**config.mk**
```make
export PLATFORM = sky130hd
export DESIGN_NAME = packet_assembler_flat
export DESIGN_NICKNAME = d
export VERILOG_FILES = /design/src/rtl/packet_assembler_if.sv /design/src/rtl/packet_assembler.sv /design/src/flat_wrapper.sv
export SDC_FILE = /design/constraint.sdc
export NUM_CORES = 1
export LEC_CHECK = 0
export ABC_AREA = 1
export BUFFER_PORTS_ARGS = -buffer_cell sky130_fd_sc_hd__buf_4
export CORE_MARGIN = 2
export CORE_UTILIZATION = 40
export CTS_CLUSTER_DIAMETER = 60
export DETAILED_ROUTE_END_ITERATION = 10
export GPL_TIMING_DRIVEN = 0
export RECOVER_POWER = 100
export SETUP_SLACK_MARGIN = 0.5
export SLEW_MARGIN = 30
export SYNTH_ARGS = -nofsm -noshare
export SYNTH_HDL_FRONTEND = slang
export SYNTH_SLANG_ARGS = --single-unit
```
**constraint.sdc**
```tcl
create_clock -name clk -period 3.5 [get_ports clk]
set_clock_uncertainty 0.2 [all_clocks]
set_input_delay 0.7 -clock clk [delete_from_list [all_inputs] [get_ports clk]]
set_output_delay 0.7 -clock clk [all_outputs]
set_load 0.01 [all_outputs]
```
**src/rtl/packet_assembler_if.sv**
```systemverilog
// Word-in / frame-out bus for the packet assembler.
// The master drives received words; the slave (the assembler) returns
// completed frames plus busy and error status.
interface packet_assembler_if #(
  parameter int WORD_WIDTH  = 8,
  parameter int VALUE_WORDS = 4
);
  logic [WORD_WIDTH-1:0]                 i_word;
  logic                                  i_word_dv;
  logic [(VALUE_WORDS+2)*WORD_WIDTH-1:0] o_data;
  logic                                  o_dv;
  logic                                  o_busy;
  logic                                  o_err;

  modport master (
    output i_word, i_word_dv,
    input  o_data, o_dv, o_busy, o_err
  );

  modport slave (
    input  i_word, i_word_dv,
    output o_data, o_dv, o_busy, o_err
  );
endinterface

```
**src/rtl/packet_assembler.sv**
```systemverilog
// Packet assembler: hunts for a command word ('r' or 'w'), then collects
// an address word and VALUE_WORDS value words into one frame. A frame that
// stalls for TIMEOUT_CYCLES idle cycles is discarded with an error pulse.
module packet_assembler #(
  parameter int WORD_WIDTH     = 8,
  parameter int VALUE_WORDS    = 4,
  parameter int TIMEOUT_CYCLES = 100000
) (
  input logic               clk,
  input logic               i_reset,
  packet_assembler_if.slave bus
);

  localparam int FRAME_WORDS = VALUE_WORDS + 2;
  localparam int DATA_W      = FRAME_WORDS * WORD_WIDTH;
  localparam int SHIFT_W     = (FRAME_WORDS - 1) * WORD_WIDTH;
  localparam int CNT_W       = $clog2(FRAME_WORDS + 1);
  localparam int GAP_W       = $clog2(TIMEOUT_CYCLES + 1);

  localparam logic [WORD_WIDTH-1:0] CMD_READ  = WORD_WIDTH'(8'h72);
  localparam logic [WORD_WIDTH-1:0] CMD_WRITE = WORD_WIDTH'(8'h77);

  typedef enum logic [0:0] {
    HUNT    = 1'b0,
    COLLECT = 1'b1
  } state_t;

  state_t             r_state;
  state_t             w_nextState;
  logic [CNT_W-1:0]   r_count;
  logic [GAP_W-1:0]   r_gap;
  logic [SHIFT_W-1:0] r_shift;
  logic [DATA_W-1:0]  r_data;
  logic               r_dv;
  logic               r_busy;
  logic               r_err;

  logic w_loadCmd;
  logic w_shiftWord;
  logic w_complete;
  logic w_badCmd;
  logic w_timeout;

  // The final word never lands in the shift register; it is appended
  // directly when the frame is copied out, so the register holds one word less.

  // State register
  always_ff @(posedge clk or posedge i_reset) begin
    if (i_reset) r_state <= HUNT;
    else         r_state <= w_nextState;
  end

  // Next-state decode and per-cycle datapath actions
  always_comb begin
    w_nextState = r_state;
    w_loadCmd   = 1'b0;
    w_shiftWord = 1'b0;
    w_complete  = 1'b0;
    w_badCmd    = 1'b0;
    w_timeout   = 1'b0;
    case (r_state)
      HUNT: begin
        if (bus.i_word_dv) begin
          if (bus.i_word == CMD_READ || bus.i_word == CMD_WRITE) begin
            w_loadCmd   = 1'b1;
            w_nextState = COLLECT;
          end else begin
            w_badCmd = 1'b1;
          end
        end
      end
      COLLECT: begin
        if (bus.i_word_dv) begin
          if (r_count == CNT_W'(FRAME_WORDS - 1)) begin
            w_complete  = 1'b1;
            w_nextState = HUNT;
          end else begin
            w_shiftWord = 1'b1;
          end
        end else if (r_gap >= GAP_W'(TIMEOUT_CYCLES - 1)) begin
          w_timeout   = 1'b1;
          w_nextState = HUNT;
        end
      end
      default: w_nextState = HUNT;
    endcase
  end

  // Frame collection, output register and one-cycle status pulses
  always_ff @(posedge clk or posedge i_reset) begin
    if (i_reset) begin
      r_shift <= '0;
      r_count <= '0;
      r_data  <= '0;
      r_dv    <= 1'b0;
      r_err   <= 1'b0;
      r_busy  <= 1'b0;
    end else begin
      r_dv   <= w_complete;
      r_err  <= w_badCmd | w_timeout;
      r_busy <= (w_nextState == COLLECT);
      if (w_loadCmd) begin
        r_shift <= {{(SHIFT_W-WORD_WIDTH){1'b0}}, bus.i_word};
        r_count <= CNT_W'(1);
      end else if (w_shiftWord) begin
        r_shift <= {r_shift[SHIFT_W-WORD_WIDTH-1:0], bus.i_word};
        r_count <= r_count + CNT_W'(1);
      end else if (w_complete) begin
        r_data  <= {r_shift, bus.i_word};
        r_shift <= '0;
        r_count <= '0;
      end else if (w_timeout) begin
        r_shift <= '0;
        r_count <= '0;
      end
    end
  end

  // Idle-gap counter: only runs while collecting, cleared by every word, saturating
  always_ff @(posedge clk or posedge i_reset) begin
    if (i_reset) begin
      r_gap <= '0;
    end else if (r_state == HUNT || w_nextState == HUNT || bus.i_word_dv) begin
      r_gap <= '0;
    end else if (r_gap != GAP_W'(TIMEOUT_CYCLES)) begin
      r_gap <= r_gap + GAP_W'(1);
    end
  end

  assign bus.o_data = r_data;
  assign bus.o_dv   = r_dv;
  assign bus.o_busy = r_busy;
  assign bus.o_err  = r_err;

endmodule

```
**src/flat_wrapper.sv**
```systemverilog
// flat-port wrapper written by rule: the top's interface ports become plain ports
module packet_assembler_flat 
#(
  parameter int WORD_WIDTH     = 8,
  parameter int VALUE_WORDS    = 4,
  parameter int TIMEOUT_CYCLES = 100000
)
  (clk, i_reset, bus_i_word, bus_i_word_dv, bus_o_data, bus_o_dv, bus_o_busy, bus_o_err);
  packet_assembler_if #(.WORD_WIDTH(WORD_WIDTH), .VALUE_WORDS(VALUE_WORDS)) bus_i ();
  input logic clk;
  input logic i_reset;
  input wire logic [$bits(bus_i.i_word)-1:0] bus_i_word;
  input wire logic [$bits(bus_i.i_word_dv)-1:0] bus_i_word_dv;
  output wire logic [$bits(bus_i.o_data)-1:0] bus_o_data;
  output wire logic [$bits(bus_i.o_dv)-1:0] bus_o_dv;
  output wire logic [$bits(bus_i.o_busy)-1:0] bus_o_busy;
  output wire logic [$bits(bus_i.o_err)-1:0] bus_o_err;
  assign bus_i.i_word = bus_i_word;
  assign bus_i.i_word_dv = bus_i_word_dv;
  assign bus_o_data = bus_i.o_data;
  assign bus_o_dv = bus_i.o_dv;
  assign bus_o_busy = bus_i.o_busy;
  assign bus_o_err = bus_i.o_err;
  packet_assembler #(.WORD_WIDTH(WORD_WIDTH), .VALUE_WORDS(VALUE_WORDS), .TIMEOUT_CYCLES(TIMEOUT_CYCLES)) u_core (.clk(clk), .i_reset(i_reset), .bus(bus_i));
endmodule
```
* Word-level counts from Yosys, hierarchy flattened *
Cells that the tools add are included.

cells by class
  add/subtract/negate cells = 2
  multiply operators = 0
  divide/modulo/power cells = 0
  $lt $le $gt $ge = 1
  eq/ne operators = 4
  shift-type cells = 0
  multiplexer cells = 28
  bitwise logic cells = 5
  reductions and logical operators = 6

operator list
  operator                 count
  $mux W40                 4
  $mux W17                 2
  $add A17 B1 Y17 const B  1
  $ge A17 B17 Y1 const B   1
  $mux W1                  17
  $ne A17 B17 Y1 const B   1
  $eq A8 B7 Y1 const B     2
  $mux W3                  4
  $not A1 Y1               4
  $reduce_bool A4 Y1       1
  $add A3 B1 Y3 const B    1
  $eq A3 B3 Y1 const B     1
  $logic_or A1 B1 Y1       3
  $reduce_and A3 Y1        1
  $pmux W1 S2              1
  $reduce_bool A2 Y1       1
  $or A1 B1 Y1             1

word-level totals
  register bits = 111
  bits in latches = 0
  RAM bits = 0
  bits in read-only memories = 0
  input bits = 11
  output and inout bits = 51
  logic and storage cells = 53
  memories kept = 0

* Logic depth before layout (Yosys ltp) *
Gate-level depths: netlist (run 1).

  depth after elaboration = 9
  gate-level depth with buffers = 10

* Worst setup path after synthesis (run 1) *
OpenSTA, ideal clock, no wires.

  kind = input-to-reg
  from = in bus_i_word[3]
  to = reg u_core.r_count[2]
  setup time = 0.118 ns
  data arrival time = 1.536 ns
  required time = 3.182 ns
  slack = 1.647 ns
  stages = 9
  buffers on the path = 1
  cells stage by stage = inv_1 > nand2_1 > nor2_1 > nand4_1 > nand2_4 > nor2_4 > buf_2 > nand3_1 > nand2_1

on the way
  cells in the longest elaborated chain, start to end = 6
  elaborated cells on any way between the ends = 8
  classes of those cells = eq/ne (2); mux (4); reduce/logical (2)

ends and longest elaborated chain
  what                                                     line                     text
  start: declaration                                       flat_wrapper.sv:12       input wire logic [$bits(bus_i.i_word)-1:0] bus_i_word;
  $eq A8 B7 Y1                                             packet_assembler.sv:64   if (bus.i_word == CMD_READ || bus.i_word == CMD_WRITE) begin
  $logic_or A1 B1 Y1 *                                     packet_assembler.sv:64
  $mux W1 *                                                packet_assembler.sv:64
  $mux W1 *                                                packet_assembler.sv:63   if (bus.i_word_dv) begin
  $mux W1 *                                                packet_assembler.sv:61   case (r_state)
  $reduce_bool A4 Y1 (no line) or $mux W3 (tied branches)  n/a
  end signal: assignment                                   packet_assembler.sv:107  r_count <= r_count + CNT_W'(1);
  end: declaration                                         packet_assembler.sv:30   logic [CNT_W-1:0] r_count;

Mark *: on every way between the ends. The rest lies on a longest branch, timed or not.
A chain may end at the register's enable or synchronous reset.

* Worst setup path after layout (run 1) *
  from = reg u_core.r_count[1]
  to = reg u_core.r_shift[3]

on the way
  cells in the longest elaborated chain, start to end = 7
  elaborated cells on any way between the ends = 11
  classes of those cells = eq/ne (1); mux (9); reduce/logical (1)

ends and longest elaborated chain
  what                    line                     text
  $eq A3 B3 Y1 *          packet_assembler.sv:74   if (r_count == CNT_W'(FRAME_WORDS - 1)) begin
  $mux W1                 packet_assembler.sv:74
  $mux W1                 packet_assembler.sv:73   if (bus.i_word_dv) begin
  $mux W1                 packet_assembler.sv:61
  $mux W40                packet_assembler.sv:108  end else if (w_complete) begin
  $mux W40                packet_assembler.sv:105  end else if (w_shiftWord) begin
  $mux W40                packet_assembler.sv:102  if (w_loadCmd) begin
  end signal: assignment  packet_assembler.sv:103  r_shift <= {{(SHIFT_W-WORD_WIDTH){1'b0}}, bus.i_word};
  end signal: assignment  packet_assembler.sv:106  r_shift <= {r_shift[SHIFT_W-WORD_WIDTH-1:0], bus.i_word};
  end: declaration        packet_assembler.sv:32   logic [SHIFT_W-1:0] r_shift;

Marked as above.

==> results of run 1 <==
final cells by class:
| class | instances | area (um2) |
|---|---|---|
| flip-flops and latches | 111 | 2778 |
| clock buffers | 11 | 242.7 |
| clock inverters | 5 | 38.79 |
| well taps | 143 | 178.9 |
| inverters | 30 | 113.9 |
| multi-input cells | 295 | 1652 |
| repair buffers | 65 | 314.1 |
| plain buffers | 17 | 101.3 |
| fillers | 1135 | 6000 |
through the flow:
stage,util [%],instance area [um2]
2_1_floorplan,-,4668
3_3_place_gp,46.46,5305
3_5_place_dp,47.23,5393
4_1_cts,49.69,5674
5_1_grt,47.46,5419
6_report,47.46,5419
final timing paths:
| path | startpoint | to | slack [ps] | cells after the start |
|---|---|---|---|---|
| worst min register to register | u_core.bus.o_data[40]$_DFFE_PP0P_ | u_core.bus.o_data[40]$_DFFE_PP0P_ | 290 | 1 |
| worst min-delay path | i_reset | u_core.r_shift[37]$_DFFE_PP0P_ | 280 | 2 |
| worst max-delay path | u_core.r_count[1]$_DFFE_PP0P_ | u_core.r_shift[3]$_DFFE_PP0P_ | 960 | 8 |
| worst max register to register | u_core.r_count[1]$_DFFE_PP0P_ | u_core.r_shift[3]$_DFFE_PP0P_ | 960 | 8 |
| max in group asynchronous | i_reset | u_core.bus.o_data[27]$_DFFE_PP0P_ | 1150 | 3 |
| min in group clk | u_core.bus.o_data[40]$_DFFE_PP0P_ | u_core.bus.o_data[40]$_DFFE_PP0P_ | 290 | 1 |
cell families after synthesis:
logic type / Yosys count / share of synthesized area (%)
muxes: 44 / 10.62
xor gates and xnor gates: 7 / 1.314
and+or+nand+nor: 229 / 21.16
buffers and inverters: 47 / 4.748
DFF: 111 / 59.55
adders and majority gates: 4 / 1.073
AOI/OAI and AO/OA: 11 / 1.529
sequential cells by signal, indices dropped and copies added, names as in the netlist:
register / flops
u_core.bus.o_data: 48
u_core.bus.o_dv: 1
u_core.bus.o_err: 1
u_core.r_count: 3
u_core.r_gap: 17
u_core.r_shift: 40
u_core.r_state: 1
Yosys cell counts (all sizes together):
library cell / number / area (um2)
buf: 14 / 97.59
and3: 1 / 6.260
inv: 30 / 112.6
ha: 4 / 50.05
nand4: 5 / 37.53
or2: 1 / 6.260
nand2: 120 / 462.9
nor2: 42 / 172.7
nand3: 50 / 250.2
and2: 1 / 6.260
o21ai: 3 / 15.01
o21bai: 1 / 7.510
xor2: 7 / 61.31
mux2: 44 / 495.5
dfrtp: 111 / 2778
nor3: 9 / 45.04
a21oi: 6 / 41.29
o31ai: 1 / 7.510
clkbuf: 3 / 11.26
power by group through the flow:
stage | sequential, uW | combinational (uW) | clock, uW
CTS | 1640 | 388 | 1000
global placement | 1660 | 363 | 0
floorplan | 1610 | 271 | 0
global route | 1660 | 421 | 1050
finish | 1640 | 353 | 969
detailed placement | 1670 | 386 | 0
cells in the final DEF (no fill, tap or decap), types with 5 or more instances in the layout:
| cell type | netlist | routed |
|---|---|---|
| nand2_1 | 117 | 117 |
| dfrtp_1 | 111 | 111 |
| clkbuf_1 | 3 | 63 |
| nand3_1 | 50 | 50 |
| nor2_1 | 40 | 41 |
| mux2_2 | 35 | 35 |
| inv_1 | 29 | 28 |
| buf_4 | 1 | 10 |
| nor3_1 | 9 | 9 |
| mux2_1 | 9 | 9 |
| clkbuf_16 | 0 | 9 |
| xor2_1 | 7 | 7 |
| nand4_1 | 4 | 5 |
| a21oi_1 | 5 | 5 |
metal layers:
| metal | global-route usage [%] | up-vias | routed length, um |
|---|---|---|---|
| li1 | - | 1625 | - |
| met1 | 21.47 | 1577 | 4473 |
| met2 | 24.44 | 61 | 4043 |
| met3 | 3.430 | 13 | 410 |
| met4 | 6.341 | 0 | 168 |
| met5 | 0 | - | 0 |
==> flow_summary.toml, run 1 <==
[yosys]
yosys_warnings = 0
avgSynthCellArea_um2 = 10.30
yosysUniqueCellTypes = 28
synth_fp_nets = 468
syn-instance-count = 453
synth-seq-cells = 111
synth_area_mm2 = 0.004664
yosysSeqAreaShare_pct = 59.55

[power]
pwr-share-clk_pct = 32.7
switching_power_uw = 840.2
power_density_mw_per_mm2 = 546.8
sw_frac_of_total_pct = 28.36
p_int_uw = 2123
p_comb_share_pct = 11.9
ir_drop_v = 0.0002494
seqPwrFrac_pct = 55.4
leakagePower_uw = 0.002744
total_power_uw = 2963

[die]
start_util_pct = 40.85
die_y_um = 112.0
core_region_area_mm2 = 0.01142
die-area_mm2 = 0.01254
die_w_um = 112.0
io_pins = 62
rows = 39

[grt]
antenna_found_initial = 0
grt_pass1_vias = 3187
grt_max_degree = 29
grt_usage_pct = 15.67
grt_pass1_wl_um = 15670
overflow = 0

[cells_and_area]
fin_nets = 544
post_route_cells_drive_above_1_share_pct = 14.61
syn_to_final_growth_pct = 16.17
stdcell_count = 677
antenna_cells = 0

[sta]
holdWs_ps = 280.7
setup_tns_ps = 0
finalHoldViolations = 0
max_freq_ghz = 0.3936
period_needed_ps = 2541
rsz0062_at_grt = "no"
setup_viol = 0
min_period_over_period_pct = 72.60
worst_pin_slew_ps = 1354
relSlewSlack_pct = 9.756
drv_slew = 0
fin_ws_ps = 959.2

[outcome]
status = "completed"

[setup_path]
critPathTopFamily = "simple AND/OR/NAND/NOR gates"
path_buf_inv = 2
end_kind = "flop"
path_cells = "inv_1, ha_1, nand2_1, nor2_1, nor2_4, clkbuf_1, nand3_1, nand2_1"
cpPeakStageDelay_ps = 840
arrival_ps = 2580
cp.required_ps = 3540
crit_path_top_delay_cell = "nor2_1"
cp_max_fo = 10
crit_path_start_kind = "flop"
crit_type = "flop to flop"
crit_top_cell = "nand2_1"

[detailed_routing]
ant_nets = 0
drtIter0Drc = 144
firstDrtPassIters = 4
vias = 3276
viasPerCell = 4.839
drt_wl_total_um = 9096
wl_per_cell_um = 13.44
drcViolationCount = 0

[clocking]
worst_skew_pair.late_latency_ps = 350
post-cts-setup-buffer-count = 0
cts_buffers = 9
ctsHtreeMaxLevel = 3
cts_tree = "done"
root_buffer = "clkbuf_16"
ctsHoldBuffers = 0
clock_sinks = 111
clk_pin_slew_ps = 70
clockBufferDepth = 2
cts_resized = 0

[placement]
hpwl_um = 6818
gp_congestion = 0.7936
dp_slack_ps = 1254
numPortBuffers = 61
dp_cells = 661

[hold_path]
min_path_type = "input port to async pin"

[job]
cap_violations = 0
(Power assumes the default switching activity.)
==> inputs of run 2 (changes only) <==
Clock period 3.5 ns to 2.3 ns, I/O delays scaled along.
==> flow_summary.toml, run 2 (same netlist as run 1, synthesis figures left out) <==
[detailed_routing]
ant_nets = 0
wl_per_cell_um = 14.85
viasPerCell = 4.813
vias = 3374
drcViolationCount = 0
drt_wl_total_um = 10410
firstDrtPassIters = 4
drtIter0Drc = 137

[sta]
min_period_over_period_pct = 85.78
period_needed_ps = 1973
worst_pin_slew_ps = 821.9
relSlewSlack_pct = 45.21
finalHoldViolations = 0
holdWs_ps = 132.3
max_freq_ghz = 0.5068
drv_slew = 0
rsz0062_at_grt = "yes"
setup_tns_ps = 0
setup_viol = 0

[placement]
dp_cells = 661
gp_congestion = 0.8110
hpwl_um = 6933
numPortBuffers = 61

[grt]
grt_max_degree = 32
grt_pass1_vias = 3391
overflow = 0
antenna_found_initial = 0
grt_usage_pct = 16.69
grt_pass1_wl_um = 16870

[cells_and_area]
final_cell_mix = "nand2_1 (114), dfrtp_1 (111), clkbuf_1 (58)"
syn_to_final_growth_pct = 27.79
post_route_cells_drive_above_1_share_pct = 20.07
largest_register_ffs = 48
stdcell_count = 701
antenna_cells = 0
final_core_util_pct = 52.20
final_common_cell = "nand2_1"
fin_nets = 568
num-fill-cells = 1092

[setup_path]
crit_type = "flop to flop"
end_kind = "flop"
cp.required_ps = 2340
arrival_ps = 2010
cp_max_fo = 10
crit_path_start_kind = "flop"

[hold_path]
min_path_type = "input port to flop"

[die]
die_w_um = 112.0
start_util_pct = 40.85
io_pins = 62
core_region_area_mm2 = 0.01142
die-area_mm2 = 0.01254
rows = 39
die_y_um = 112.0

[power]
leakagePower_uw = 0.003006
power_density_mw_per_mm2 = 795.5
total_power_uw = 4742
ir_drop_v = 0.0003656

[clocking]
clk_pin_slew_ps = 80
cts_buffers = 9
clock_sinks = 111
clockBufferDepth = 2
ctsHtreeMaxLevel = 3
root_buffer = "clkbuf_16"
worst_skew_pair.late_latency_ps = 350
cts_tree = "done"

[job]
cap_violations = 0

[outcome]
status = "completed"
run 2: changes by cell type in the layout (fill, tap and decap cells not counted), sizes merged:
| cell | change |
|---|---|
| clkinv | +2 |
| dlygate4sd3 | +1 |
| clkbuf | +4 |
| buf | +17 |
| clkinvlp | -1 |
| bufinv | +1 |
run 2: final cells by class:
class	count	area [um2]	share of cell area, %
buffer	17	186.4	3.128
clock buffer	9	225.2	3.778
clock inverter	7	77.57	1.301
inverter	30	113.9	1.910
multi-input combinational	295	1779	29.85
sequential	111	2778	46.60
tap	143	178.9	3.002
timing repair buffer	89	621.8	10.43
run 2: repair_timing:
action / 4_1_cts / 5_1_grt
endpoints found under the setup margin: 94 / 112
hold buffers: 1 / 0
pin swaps: 3 / 4
buffers inserted: 6 / 10
resized for setup: 21 / 59
cloned: 0 / 7
endpoints found under the hold margin: 14 / 0
run 2: routing by layer:
| metal | wire (um) | share of wire, % | global-route usage (%) | vias to the layer above |
|---|---|---|---|---|
| li1 | - | - | - | 1666 |
| met1 | 4928 | 47 | 23.05 | 1643 |
| met2 | 4956 | 48 | 26.34 | 55 |
| met3 | 378 | 3.6 | 3.538 | 10 |
| met4 | 143 | 1.4 | 5.854 | 0 |
| met5 | 0 | 0 | 0 | - |
run 2: power by group:
group | internal, uW | switching (uW) | leakage (uW)
Clock | 862 | 749 | 0.000153
Combinational | 275 | 359 | 0.00133
Sequential | 2240 | 256 | 0.00153
Total | 3380 | 1360 | 0.00301
run 2: critical path, stage by stage, from the launching register on:
cell	delay, ps
dfrtp_1	380
clkinv_1	70
ha_1	220
a21oi_1	270
inv_1	170
nand2_4	150
nor2_4	70
buf_4	180
nand3_1	90
nand2_1	50
run 2: stage by stage:
stage	cell area [um2]	worst slack, ps
floorplan	4668	296.5
global placement	5305	-451.2
detailed placement	5393	297.9
CTS	5838	459.7
global route	5961	169.0
finish	5961	327.0
run 2: path summary, 6_finish.rpt:
path | start | endpoint | slack (ps) | depth (start not counted)
min in group asynchronous | i_reset | u_core.r_gap[2]$_DFFE_PP0P_ | 520 | 4
worst min register to register | u_core.bus.o_data[35]$_DFFE_PP0P_ | u_core.bus.o_data[35]$_DFFE_PP0P_ | 290 | 1
worst max register to register | u_core.r_count[1]$_DFFE_PP0P_ | u_core.r_count[2]$_DFFE_PP0P_ | 330 | 9
worst max-delay path | u_core.r_count[1]$_DFFE_PP0P_ | u_core.r_count[2]$_DFFE_PP0P_ | 330 | 9
max in group asynchronous | i_reset | u_core.r_shift[10]$_DFFE_PP0P_ | 410 | 6
worst min-delay path | bus_i_word[3] | u_core.r_shift[3]$_DFFE_PP0P_ | 130 | 3
==> inputs of run 3 (changes only) <==
Settings changed: SETUP_SLACK_MARGIN 0.5 to 0.1.
==> flow_summary.toml, run 3 (same netlist as run 1, synthesis figures left out) <==
[cells_and_area]
multi_input_area_mm2 = 0.001665
final_common_cell = "nand2_1"
syn_to_final_growth_pct = 17.52
largest_register_ffs = 48
final_core_util_pct = 48.01
fin_nets = 545
ff_latch_area_mm2 = 0.002778
antenna_cells = 0
stdcell_count = 678
post_route_cells_drive_above_1_share_pct = 16.45
final_cell_mix = "nand2_1 (117), dfrtp_1 (111), clkbuf_1 (55)"
num-fill-cells = 1123

[power]
ir_drop_v = 0.0003790
power_density_mw_per_mm2 = 825.2
pwr-share-clk_pct = 32.6
p_comb_share_pct = 12.2
p_int_uw = 3242
switching_power_uw = 1281
seqPwrFrac_pct = 55.2
leakagePower_uw = 0.002778
sw_frac_of_total_pct = 28.32

[setup_path]
cp.required_ps = 2330
crit_path_start_kind = "flop"
cpPeakStageDelay_ps = 400
arrival_ps = 2040
cp_max_fo = 10
startpoint = "u_core.r_count[1]$_DFFE_PP0P_"
rrSetupSlack_ps = 290
rr_endpoint = "u_core.bus.o_data[1]$_DFFE_PP0P_"
end_kind = "flop"
r2r_cells = 6
path_cells = "inv_1, ha_1, nand2_1, nor2_4, buf_4, mux2_1"
crit_path_top_delay_cell = "dfrtp_1"
r2r_start = "u_core.r_count[1]$_DFFE_PP0P_"
crit_type = "flop to flop"

[die]
die-area_mm2 = 0.01254
rows = 39
die_y_um = 112.0
die_w_um = 112.0
start_util_pct = 40.85
core_region_area_mm2 = 0.01142
io_pins = 62

[grt]
grt_use_met1_pct = 21.50
grt_usage_pct = 15.67
grt.busiest_layer = "met2"
grt_max_degree = 29
grt_pass1_wl_um = 15670
grt_pass1_vias = 3187
grtUsageMet2_pct = 24.44
use_met3_pct = 3.375
overflow = 0
antenna_found_initial = 0

[detailed_routing]
firstDrtPassIters = 4
wl_per_cell_um = 13.43
drtIter0Drc = 144
ant_nets = 0
drt_wl_total_um = 9103
vias = 3280
drcViolationCount = 0
viasPerCell = 4.838

[outcome]
status = "completed"

[clocking]
clockBufferDepth = 2
ctsHtreeMaxLevel = 3
worst_skew_pair.late_latency_ps = 350
root_buffer = "clkbuf_16"
cts_resized = 0
cts_buffers = 9
cts_tree = "done"
post-cts-setup-buffer-count = 0
clk_pin_slew_ps = 70
clock_sinks = 111
ctsHoldBuffers = 1

[sta]
rsz0062_at_grt = "no"
drv_slew = 0
setup_viol = 0
worst_pin_slew_ps = 1035
period_needed_ps = 2007
min_period_over_period_pct = 87.28
max_freq_ghz = 0.4981
finalHoldViolations = 0
relSlewSlack_pct = 30.63

[job]
cap_violations = 0

[placement]
gp_congestion = 0.7936
numPortBuffers = 61
hpwl_um = 6818
dp_cells = 661

[hold_path]
min_path_type = "input port to flop"
whs_path_depth = 3
min_to = "u_core.r_shift[4]$_DFFE_PP0P_"
min_from = "bus_i_word[4]"
run 3: stage by stage:
stage / worst slack (ps) / cell area (um2) / power, uW / TNS, ps / hold WS (ps)
floorplan: 296.5 / 4668 / 2866 / 0 / 253.6
finish: 292.5 / 5482 / 4523 / 0 / 127.6
global route: 91.12 / 5482 / 4784 / 0 / 130.0
detailed placement: 271.5 / 5393 / 3121 / 0 / 278.2
CTS: 263.8 / 5684 / 4611 / 0 / 123.9
global placement: -437.8 / 5305 / 3078 / -47900 / 267.8
run 3: power by group through the flow:
stage	clock network, uW	logic [uW]	registers, uW
after floorplan	0	413	2450
after global placement	0	553	2520
after detailed placement	0	587	2530
after CTS	1520	592	2500
after global routing	1600	657	2530
final	1470	552	2500
run 3: layer usage:
layer	up-vias	wire (um)	part of all wire [%]
li1	1625	-	-
met1	1574	4469	49
met2	68	4050	44
met3	13	416	4.6
met4	0	168	1.8
met5	-	0	0
run 3: how the worst max path moves through the flow:
stage / endpoint
after detailed placement: u_core.bus.o_data[1]$_DFFE_PP0P_
after global routing: u_core.bus.o_data[18]$_DFFE_PP0P_
final: u_core.bus.o_data[1]$_DFFE_PP0P_
after floorplan: u_core.bus.o_data[0]$_DFFE_PP0P_
after CTS: u_core.bus.o_data[1]$_DFFE_PP0P_
after global placement: u_core.bus.o_data[10]$_DFFE_PP0P_
run 3: final cells by class:
cell class | instances | share of cell area [%]
Sequential cell | 111 | 50.67
Clock inverter | 5 | 0.7076
Inverter | 30 | 2.077
Buffer | 17 | 1.986
Multi-Input combinational cell | 295 | 30.38
Clock buffer | 11 | 4.428
Tap cell | 143 | 3.264
Timing Repair Buffer | 66 | 6.483
run 3: critical path, delay by kind of cell (launching register included):
kind          cells  cell delay, ps
mux               1             330
simple gates      2             460
fa+ha+maj         1             200
flops             1             400
buf+inv           2             300
